`config.mk`:
```
export PLATFORM = sky130hd
export DESIGN_NAME = riscv_run_ctrl
export DESIGN_NICKNAME = d
export VERILOG_FILES = /design/src/rtl/riscv_run_ctrl_pkg.sv /design/src/rtl/riscv_rf_dumper.sv /design/src/rtl/riscv_run_ctrl.sv
export SDC_FILE = /design/constraint.sdc
export NUM_CORES = 1
export LEC_CHECK = 0
export CAP_MARGIN = 40
export CORE_AREA = 2 2 79 81
export CTS_CLUSTER_DIAMETER = 30
export DETAILED_ROUTE_END_ITERATION = 6
export DIE_AREA = 0 0 81 83
export DONT_BUFFER_PORTS = 1
export GPL_TIMING_DRIVEN = 0
export SETUP_SLACK_MARGIN = 0.3
export SYNTH_ARGS = -nofsm -noshare
export SYNTH_HDL_FRONTEND = slang
export SYNTH_SLANG_ARGS = --single-unit
```
`constraint.sdc`:
```
create_clock -name clk -period 3.9 [get_ports clk]
set_clock_uncertainty 0.1 [all_clocks]
set_input_delay 0 -clock clk [delete_from_list [all_inputs] [get_ports clk]]
set_output_delay 0 -clock clk [all_outputs]
set_load 0.01 [all_outputs]
```
`src/rtl/riscv_run_ctrl_pkg.sv`:
```
// Shared types and constants for the RV32I run controller.
package riscv_run_pkg;
  typedef enum logic [2:0] {ST_IDLE, ST_HOLD, ST_RUN, ST_DUMP, ST_DONE} run_state_e;
  typedef enum logic [1:0] {HC_NONE, HC_TIMEOUT, HC_EBREAK, HC_ECALL} halt_cause_e;

  localparam logic [31:0] INSTR_EBREAK = 32'h0010_0073;
  localparam logic [31:0] INSTR_ECALL  = 32'h0000_0073;
endpackage

```
`src/rtl/riscv_rf_dumper.sv`:
```
// Streams register indices 0..NREGS-1 over a valid/ready port, reading the core RF
// through its combinational debug port; pulses finish on the final handshake.
module riscv_rf_dumper
  import riscv_run_pkg::*;
#(
  parameter int XLEN  = 32,
  parameter int NREGS = 32
) (
  input  logic            clk,
  input  logic            rst,
  input  logic            start_i,
  output logic            finish_o,
  output logic [4:0]      rf_addr_o,
  input  logic [XLEN-1:0] rf_rdata_i,
  output logic            dump_valid,
  input  logic            dump_ready,
  output logic [4:0]      dump_idx,
  output logic [XLEN-1:0] dump_data,
  output logic            dump_last
);
  logic       active_q, active_d;
  logic [4:0] idx_q, idx_d;
  logic       hs;

  assign hs        = active_q & dump_ready;
  assign dump_last = active_q & (idx_q == 5'(NREGS - 1));
  assign finish_o  = hs & dump_last;

  always_comb begin
    active_d = active_q;
    idx_d    = idx_q;
    if (start_i) begin
      active_d = 1'b1;
      idx_d    = '0;
    end else if (hs) begin
      if (dump_last) active_d = 1'b0;
      else           idx_d    = idx_q + 5'd1;
    end
  end

  always_ff @(posedge clk or posedge rst) begin
    if (rst) begin
      active_q <= 1'b0;
      idx_q    <= '0;
    end else begin
      active_q <= active_d;
      idx_q    <= idx_d;
    end
  end

  assign dump_valid = active_q;
  assign dump_idx   = idx_q;
  assign rf_addr_o  = idx_q;
  assign dump_data  = active_q ? rf_rdata_i : '0;
endmodule

```
`src/rtl/riscv_run_ctrl.sv`:
```
// Run controller: imem load, core reset hold, budgeted run, register dump.
// Define RUN_CTRL_HALT_DETECT_EN to let a retired ECALL/EBREAK end the run early.
module riscv_run_ctrl
  import riscv_run_pkg::*;
#(
  parameter int XLEN       = 32,
  parameter int NREGS      = 32,
  parameter int IMEM_DEPTH = 256,
  parameter int MAX_CYCLES = 50,
  parameter int RST_HOLD   = 2,
  parameter int ADDR_W     = $clog2(IMEM_DEPTH),
  parameter int CNT_W      = $clog2(MAX_CYCLES + 1)
) (
  input  logic              clk,
  input  logic              rst,
  input  logic              start,
  input  logic              load_valid,
  output logic              load_ready,
  input  logic [ADDR_W-1:0] load_addr,
  input  logic [XLEN-1:0]   load_data,
  output logic              core_imem_we,
  output logic [ADDR_W-1:0] core_imem_addr,
  output logic [XLEN-1:0]   core_imem_wdata,
  output logic              core_rst_n,
  output logic              core_stall,
  input  logic              retire_valid,
  input  logic [XLEN-1:0]   retire_instr,
  output logic [4:0]        dbg_rf_addr,
  input  logic [XLEN-1:0]   dbg_rf_rdata,
  output logic              dump_valid,
  input  logic              dump_ready,
  output logic [4:0]        dump_idx,
  output logic [XLEN-1:0]   dump_data,
  output logic              dump_last,
  output logic              busy,
  output logic              done,
  output logic [1:0]        halt_cause,
  output logic [CNT_W-1:0]  cycle_count
);
  localparam int HOLD_W = $clog2(RST_HOLD + 1);

  run_state_e         state_q, state_d;
  halt_cause_e        hc_q, hc_d, halt_sel;
  logic [CNT_W-1:0]   cnt_q, cnt_d;
  logic [HOLD_W-1:0]  hold_q, hold_d;
  logic               halt_hit, dump_start, dump_finish;

`ifdef RUN_CTRL_HALT_DETECT_EN
  always_comb begin
    halt_hit = 1'b0;
    halt_sel = HC_NONE;
    if (retire_valid && retire_instr == XLEN'(INSTR_EBREAK)) begin
      halt_hit = 1'b1;
      halt_sel = HC_EBREAK;
    end else if (retire_valid && retire_instr == XLEN'(INSTR_ECALL)) begin
      halt_hit = 1'b1;
      halt_sel = HC_ECALL;
    end
  end
`else
  logic unused_retire;
  assign unused_retire = ^{retire_valid, retire_instr};
  assign halt_hit      = 1'b0;
  assign halt_sel      = HC_NONE;
`endif

  always_comb begin
    state_d    = state_q;
    hc_d       = hc_q;
    cnt_d      = cnt_q;
    hold_d     = hold_q;
    dump_start = 1'b0;
    case (state_q)
      ST_IDLE, ST_DONE: if (start) begin
        state_d = ST_HOLD;
        hc_d    = HC_NONE;
        cnt_d   = '0;
        hold_d  = '0;
      end
      ST_HOLD: begin
        if (hold_q == HOLD_W'(RST_HOLD - 1)) state_d = ST_RUN;
        else                                 hold_d  = hold_q + HOLD_W'(1);
      end
      ST_RUN: begin
        cnt_d = cnt_q + CNT_W'(1);
        // a halt retiring on the budget's last cycle still reports the halt
        if (halt_hit) begin
          hc_d       = halt_sel;
          state_d    = ST_DUMP;
          dump_start = 1'b1;
        end else if (cnt_d == CNT_W'(MAX_CYCLES)) begin
          hc_d       = HC_TIMEOUT;
          state_d    = ST_DUMP;
          dump_start = 1'b1;
        end
      end
      ST_DUMP: if (dump_finish) state_d = ST_DONE;
      default: state_d = ST_IDLE;
    endcase
  end

  always_ff @(posedge clk or posedge rst) begin
    if (rst) begin
      state_q <= ST_IDLE;
      hc_q    <= HC_NONE;
      cnt_q   <= '0;
      hold_q  <= '0;
    end else begin
      state_q <= state_d;
      hc_q    <= hc_d;
      cnt_q   <= cnt_d;
      hold_q  <= hold_d;
    end
  end

  assign load_ready      = (state_q == ST_IDLE) || (state_q == ST_DONE);
  assign core_imem_we    = load_valid & load_ready;
  assign core_imem_addr  = core_imem_we ? load_addr : '0;
  assign core_imem_wdata = core_imem_we ? load_data : '0;
  // core keeps its reset released after the run so the dump sees live registers
  assign core_rst_n      = (state_q == ST_RUN) || (state_q == ST_DUMP) || (state_q == ST_DONE);
  assign core_stall      = (state_q != ST_RUN);
  assign busy            = (state_q == ST_HOLD) || (state_q == ST_RUN) || (state_q == ST_DUMP);
  assign done            = (state_q == ST_DONE);
  assign halt_cause      = hc_q;
  assign cycle_count     = cnt_q;

  riscv_rf_dumper #(.XLEN(XLEN), .NREGS(NREGS)) u_dumper (
    .clk        (clk),
    .rst        (rst),
    .start_i    (dump_start),
    .finish_o   (dump_finish),
    .rf_addr_o  (dbg_rf_addr),
    .rf_rdata_i (dbg_rf_rdata),
    .dump_valid (dump_valid),
    .dump_ready (dump_ready),
    .dump_idx   (dump_idx),
    .dump_data  (dump_data),
    .dump_last  (dump_last)
  );
endmodule

```
==> flow_summary_export.csv, run 1 <==
group,metric,value,unit
min_path,holdPathEnd,"dump_data[4]",
clock_network,cts.repair.resized,0,
clock_network,cts_tree,"yes",
clock_network,clockBufferDepth,2,
sta,finalCritPeriodShare,54.7,%
synthesis,synth_seq_cells,18,
min_path,min_path_type,"in2out",
drt,wl,4620,um
pwr,p_clk_share,13.9,%
global_routing,antenna_found_initial,0,
synthesis,yosysWarnings,0,
placement,hpwl,3830,um
global_routing,grt_pass1_vias,1257,
critical_path,cpPeakStageDelay,0.40,ns
critical_path,cpMaxStageDelayCell,"clkbuf_1",
global_routing,grt_first_pass_wirelength,6760,um
clock_network,clock-sinks,18,
critical_path,worstPathCellList,"buf_2 -> nor2_1 -> clkbuf_1 -> clkbuf_1 -> and3_1",
drt,routed_via_density,5.11,
sta,relSlewSlack,52.3,%
critical_path,crit_arrival,2.03,ns
clock_network,cts_made_buffers,3,
synthesis,synth_cells,197,
floorplan,fp.coreArea,5820,um2
synthesis,synth_edf_count,0,
sta,clock.fmax,0.469,GHz
drt,drt_first_pass_iters,4,
finish,nFillCells,619,
drt,vias,1427,
outcome,outcome,"complete, no violations",
finish,post-route-util,29.6,%
critical_path,worst_r2r_path_depth,8,
clock_network,cts-root-buf,"clkbuf_8",
floorplan,die_w,81,um
pwr,p_int,0.000573,W
placement,place.gp.congestion,0.755,
critical_path,cp-end-kind,"output pin",
finish,syn2layout_area_growth,11.6,%
synthesis,syn_area,1550,um2
sta,rsz0062_at_grt,"false",
placement,placed_area,1640,um2
critical_path,required,3.80,ns
finish,final_area,1720,um2
synthesis,synth.yosys.seq_area_share,29.1,%
sta,final_period_minus_worst_setup_slack,2.13,ns
floorplan,ios,208,
placement,io_buffer_count,0,
pwr,ir_drop,0.326,mV
pwr,p_per_area,646,nW/um2
placement,pre_cts_ws,1.79,ns
min_path,hold_depth,1,
drt,drt-initial-drc-count,79,
finish,diodes,0,
floorplan,initial_core_util,26.6,%
clock_network,ctsHoldBuffers,3,
floorplan,die_h,83,um
sta,setup_ws,1.77,ns
global_routing,grt_overflow,0,
synthesis,synth_nets,312,
finish,nets,320,
synthesis,synth_top_area_cell,"dfrtp_1",
global_routing,grt_max_degree,19,
sta,finalHoldViolCount,0,
synthesis,synth_top_area_share,29.1,%
pwr,seqPwrFrac,34.4,%
finish,drive_above_1_share,9.80,%
critical_path,r2r_end,"u_dumper.dump_idx[3]",
drt,drc,0,
sta,tns,0,ns
pwr,p_leak,0.899,nW
drt,ant_nets,0,
synthesis,synth-async-reset-ratio,100,%
pwr,power_frac_comb,51.7,%
critical_path,rrSetupSlack,1.78,ns
synthesis,synth_ff_type,"dfrtp_1",
pwr,switchingPower,0.000540,W
critical_path,reg2reg_from,"u_dumper.dump_idx[0]",
run,maxCapViolCount,0,
synthesis,synth_area_leaders,"dfrtp_1 (29%), and3_1 (17%), and2_1 (14%)",
pwr,totalPowerFinal,0.00111,W
clock_network,clk_latency,0.26,ns
critical_path,crit_path_start_kind,"flip-flop",
global_routing,grt_util_all_layers,12.7,%
sta,finalMaxSlewViolations,0,
sta,setup_viol,0,
min_path,min_from,"dbg_rf_rdata[4]",
sta,tightest_slew,0.715,ns
critical_path,path_max_fanout,10,
clock_network,cts_setup_buffers,0,
critical_path,critical_path_class,"reg2out",
floorplan,row_count,28,
clock_network,path_clk_slew,0.07,ns
pwr,sw_frac_of_total,48.5,%
floorplan,die_area,6720,um2
drt,wl_per_cell,16.6,um
synthesis,syn_avg_cell_area,7.84,um2
clock_network,htreeDepth,1,
critical_path,cp_common_cell,"clkbuf_1",
synthesis,ys_types,35,
## metal layers
metal | vias up | track usage [%] | part of all wire [%]
met3 | 2 | 3.80 | 7.8
met2 | 87 | 22.1 | 52
li1 | 667 | - | -
met4 | 0 | 1.39 | 0.37
met1 | 671 | 15.7 | 40
met5 | - | 0 | 0
## Yosys cell counts, drive strengths merged (2+ instances only)
library cell / number
buf: 8
and3: 43
o21ai: 12
nand2: 12
nand3b: 2
a31oi: 2
mux2i: 2
and2: 35
a21oi: 3
xor2: 5
nor2: 10
nor3b: 2
dfrtp: 18
nand4: 2
nand3: 5
clkbuf: 15
ha: 5
inv: 6
## cells by family (layout without fill, tap and decap cells)
kind of cell	count (synthesis)	in the layout	share of synthesized area (%)
AND/OR/NAND/NOR	114	114	43.9
buffers and inverters	29	36	8.74
AO/OA/AOI/OAI	21	21	8.50
flip-flops	18	18	29.1
XOR/XNOR	6	6	3.40
adder cells (fa/ha/maj)	5	5	4.05
multiplexers	3	3	2.02
other	1	1	0.243
## layout by cell type (no fill, tap or decap), types with 3 or more instances in the layout
master | netlist | layout
a21oi_1 | 3 | 3
o21ai_1 | 3 | 3
o21ai_0 | 9 | 9
buf_4 | 6 | 6
inv_1 | 5 | 5
and2_1 | 35 | 35
and3_1 | 42 | 42
ha_1 | 5 | 5
nand2_1 | 11 | 11
clkbuf_1 | 14 | 14
xor2_1 | 5 | 5
dlygate4sd3_1 | 0 | 3
dfrtp_1 | 18 | 18
nor2_1 | 10 | 10
nand3_1 | 5 | 5
clkbuf_8 | 0 | 4
## sequential cells by signal, summed over array words and instances, names as in the netlist
register             cells
hold_q                   2
u_dumper.dump_idx        5
cycle_count              6
u_dumper.dump_valid      1
state_q                  3
halt_cause               1
## power by group through the flow
| stage | logic, W | registers (W) | clock network, W |
|---|---|---|---|
| 6_report | 0.000575 | 0.000383 | 0.000154 |
| 5_1_grt | 0.000656 | 0.000400 | 0.000170 |
| 4_1_cts | 0.000584 | 0.000386 | 0.000164 |
| 3_5_place_dp | 0.000579 | 0.000389 | 0 |
| 3_3_place_gp | 0.000570 | 0.000386 | 0 |
| 2_1_floorplan | 0.000492 | 0.000361 | 0 |
## how the worst max path moves through the flow
stage,from,to,slack [ns]
after floorplan,u_dumper.dump_idx[0],u_dumper.dump_idx[3],1.93
after global placement,u_dumper.dump_idx[0],u_dumper.dump_idx[3],1.80
after detailed placement,u_dumper.dump_idx[0],u_dumper.dump_idx[3],1.79
after CTS,state_q[1],core_imem_wdata[26],1.68
after global routing,state_q[1],core_imem_wdata[28],1.52
final,state_q[1],core_imem_wdata[26],1.77
## layout make-up
type	instances	area [um2]	share of cell area, %
clock buffer	4	55.1	3.19
multi-input combinational	150	960	55.7
buffer	23	113	6.53
tap	75	93.8	5.44
sequential	18	450	26.1
inverter	6	22.5	1.31
timing repair buffer	3	30.0	1.74
## critical path, delay by kind of cell (launching register included)
kind                   cells  cell delay [ns]
buffers and inverters      3             0.91
AND/OR/NAND/NOR            2             0.51
flip-flops                 1             0.36
## metrics by stage
step | instances | hold slack (ns)
floorplan | 197 | -0.161
global placement | 272 | -0.0496
detailed placement | 272 | -0.0391
CTS | 279 | 0.0525
global route | 279 | 0.0528
finish | 279 | 0.0513
(Power assumes the default switching activity.)
==> run 2: changes to the inputs <==
--- a/config.mk
+++ b/config.mk
@@ -6,10 +6,10 @@
 export NUM_CORES = 1
 export LEC_CHECK = 0
 export CAP_MARGIN = 40
-export CORE_AREA = 2 2 79 81
+export CORE_AREA = 2 2 80 82
 export CTS_CLUSTER_DIAMETER = 30
 export DETAILED_ROUTE_END_ITERATION = 6
-export DIE_AREA = 0 0 81 83
+export DIE_AREA = 0 0 82 84
 export DONT_BUFFER_PORTS = 1
 export GPL_TIMING_DRIVEN = 0
 export SETUP_SLACK_MARGIN = 0.3
==> constraint.sdc (replaced) <==
create_clock -name clk -period 1.73 [get_ports clk]
set_clock_uncertainty 0.1 [all_clocks]
set_input_delay 0 -clock clk [delete_from_list [all_inputs] [get_ports clk]]
set_output_delay 0 -clock clk [all_outputs]
set_load 0.01 [all_outputs]
==> flow_summary_export.csv, run 2 (synthesis gave the netlist of run 1 again) <==
group,metric,value,unit
sta,finalMaxSlewViolations,0,
global_routing,met2_usage,32.3,%
critical_path,cp-end-kind,"flip-flop",
clock_network,path_clk_slew,0.07,ns
finish,largest_reg_flops,6,
critical_path,required,1.77,ns
floorplan,fp.coreArea,6100,um2
min_path,min_path_type,"in2out",
clock_network,clock-sinks,18,
drt,vias,1564,
pwr,switchingPower,0.00150,W
finish,final_common_cell,"and3_4",
global_routing,gr-usage-met1,13.4,%
sta,clock.fmax,0.531,GHz
sta,tns,-0.763,ns
clock_network,cts-root-buf,"clkbuf_8",
pwr,sw_frac_of_total,46.1,%
sta,relSlewSlack,52.7,%
placement,placed_cells,274,
global_routing,grt_max_degree,19,
outcome,violations,"negative setup slack",
critical_path,path_max_fanout,5,
critical_path,crit_arrival,1.93,ns
finish,final_area,2380,um2
sta,rsz0062_at_grt,"true",
critical_path,critical_path_class,"reg2reg",
global_routing,grt_busiest_layer,"met2",
placement,placed_area,1700,um2
floorplan,ios,208,
clock_network,htreeDepth,1,
min_path,min_from,"dbg_rf_rdata[4]",
floorplan,die_area,6890,um2
clock_network,clk_latency,0.25,ns
floorplan,row_count,29,
critical_path,reg2reg_from,"u_dumper.dump_idx[1]",
drt,ant_nets,0,
finish,sequential_cell_area,460,um2
outcome,outcome,"complete, but fails checks",
finish,multiInputGateArea,1280,um2
floorplan,die_h,84,um
critical_path,cpPeakStageDelay,0.48,ns
clock_network,cts_tree,"yes",
pwr,p_leak,1.01,nW
global_routing,grt_pass1_vias,1472,
pwr,p_per_area,1370,nW/um2
drt,wl_per_cell,18.5,um
global_routing,grt_util_met3,3.68,%
drt,wl,5650,um
placement,hpwl,4180,um
critical_path,worst_r2r_path_depth,8,
floorplan,die_w,82,um
global_routing,grt_overflow,0,
finish,nets,342,
clock_network,cts_made_buffers,3,
global_routing,grt_util_all_layers,15.4,%
critical_path,critPathLaunch,"u_dumper.dump_idx[1]",
finish,final_cells,305,
critical_path,crit_path_start_kind,"flip-flop",
sta,tightest_slew,0.709,ns
drt,routed_via_density,5.13,
placement,place.gp.congestion,0.881,
critical_path,cp_common_cell,"ha_4",
pwr,p_clk_share,9.5,%
floorplan,initial_core_util,25.3,%
pwr,ir_drop,0.532,mV
critical_path,worstPathCellList,"ha_4 -> and3_4 -> ha_4 -> and3b_1 -> clkbuf_8 -> nand4_1 -> xor2_1 -> nor2_1",
min_path,hold_depth,1,
sta,final_period_minus_worst_setup_slack,1.88,ns
drt,drc,0,
global_routing,antenna_found_initial,1,
finish,nFillCells,595,
finish,drive_above_1_share,50.4,%
drt,drt_first_pass_iters,4,
pwr,seqPwrFrac,28.7,%
sta,setup_ws,-0.154,ns
finish,syn2layout_area_growth,53.8,%
pwr,power_frac_comb,61.9,%
sta,finalCritPeriodShare,109,%
critical_path,cpMaxStageDelayCell,"dfrtp_2",
clock_network,clockBufferDepth,2,
placement,io_buffer_count,0,
finish,layout_common_cells,"and3_4 (42), and2_1 (32), buf_4 (16)",
run,maxCapViolCount,0,
global_routing,grt_first_pass_wirelength,7950,um
drt,drt-initial-drc-count,22,
sta,finalHoldViolCount,0,
pwr,p_int,0.00175,W
sta,setup_viol,9,
==> run 2: cell types whose count changed in the layout (fill, tap and decap cells not counted), moves of 5 or more <==
cell,previous run,this run
clkbuf_1,14,5
and3_1,42,0
buf_8,0,10
and3_4,0,42
o21ai_1,3,8
dfrtp_1,18,10
o21ai_0,9,1
buf_4,6,16
dfrtp_2,0,8
buf_6,0,8
==> run 2: routing by layer <==
metal / wire length, um / vias up
met3: 544 / 4
li1: - / 722
met2: 3400 / 124
met4: 41 / 0
met1: 1660 / 714
met5: 0 / -
==> run 2: worst paths after layout <==
kind / to / slack (ns)
setup / recovery: u_dumper.dump_idx[3] / -0.15
hold / removal: dump_data[4] / 0.05
setup reg to reg: u_dumper.dump_idx[3] / -0.15
hold reg to reg: hold_q[0] / 0.41
max in group asynchronous: state_q[2] / 0.83
min in group asynchronous: cycle_count[4] / 0.20
==> run 2: timing repair <==
| item | CTS | global route |
|---|---|---|
| setup buffers | 13 | 5 |
| resized for setup | 83 | 34 |
| pin swaps | 47 | 17 |
| endpoints found under the setup margin | 78 | 89 |
| endpoints found under the hold margin | 30 | 0 |
| hold buffers | 3 | 0 |
| gates cloned | 4 | 0 |
==> run 2: through the flow <==
stage                     total power, W  setup slack (ns)  hold slack (ns)  util, %
after floorplan                  0.00201           -0.0833           -0.162        -
after global routing             0.00351            -0.225           0.0533     38.9
after CTS                        0.00305            -0.159           0.0518     37.0
after global placement           0.00227            -0.202          -0.0522     27.9
after detailed placement         0.00230            -0.199          -0.0457     27.9
final                            0.00325            -0.154           0.0511     39.0
==> run 2: final cells by class <==
| class | count | area share (%) |
|---|---|---|
| multi-input cells | 150 | 53.7 |
| diodes | 2 | 0.211 |
| inverters | 6 | 1.16 |
| well taps | 77 | 4.05 |
| flip-flops and latches | 18 | 19.4 |
| clock buffers | 4 | 1.90 |
| repair buffers | 25 | 10.9 |
| plain buffers | 23 | 8.69 |
==> run 2: critical path, delay by kind of cell (launching register included) <==
kind / cells / cell delay (ns)
XOR/XNOR: 1 / 0.17
adder cells (fa/ha/maj): 2 / 0.34
buffers and inverters: 1 / 0.14
flip-flops: 1 / 0.48
AND/OR/NAND/NOR: 4 / 0.55
==> run 2: power by group through the flow <==
| stage | Sequential (W) | Combinational [W] | Clock [W] |
|---|---|---|---|
| after floorplan | 0.000848 | 0.00117 | 0 |
| after global placement | 0.000904 | 0.00136 | 0 |
| after detailed placement | 0.000915 | 0.00139 | 0 |
| after CTS | 0.000927 | 0.00181 | 0.000315 |
| after global routing | 0.000962 | 0.00221 | 0.000332 |
| final | 0.000932 | 0.00201 | 0.000307 |
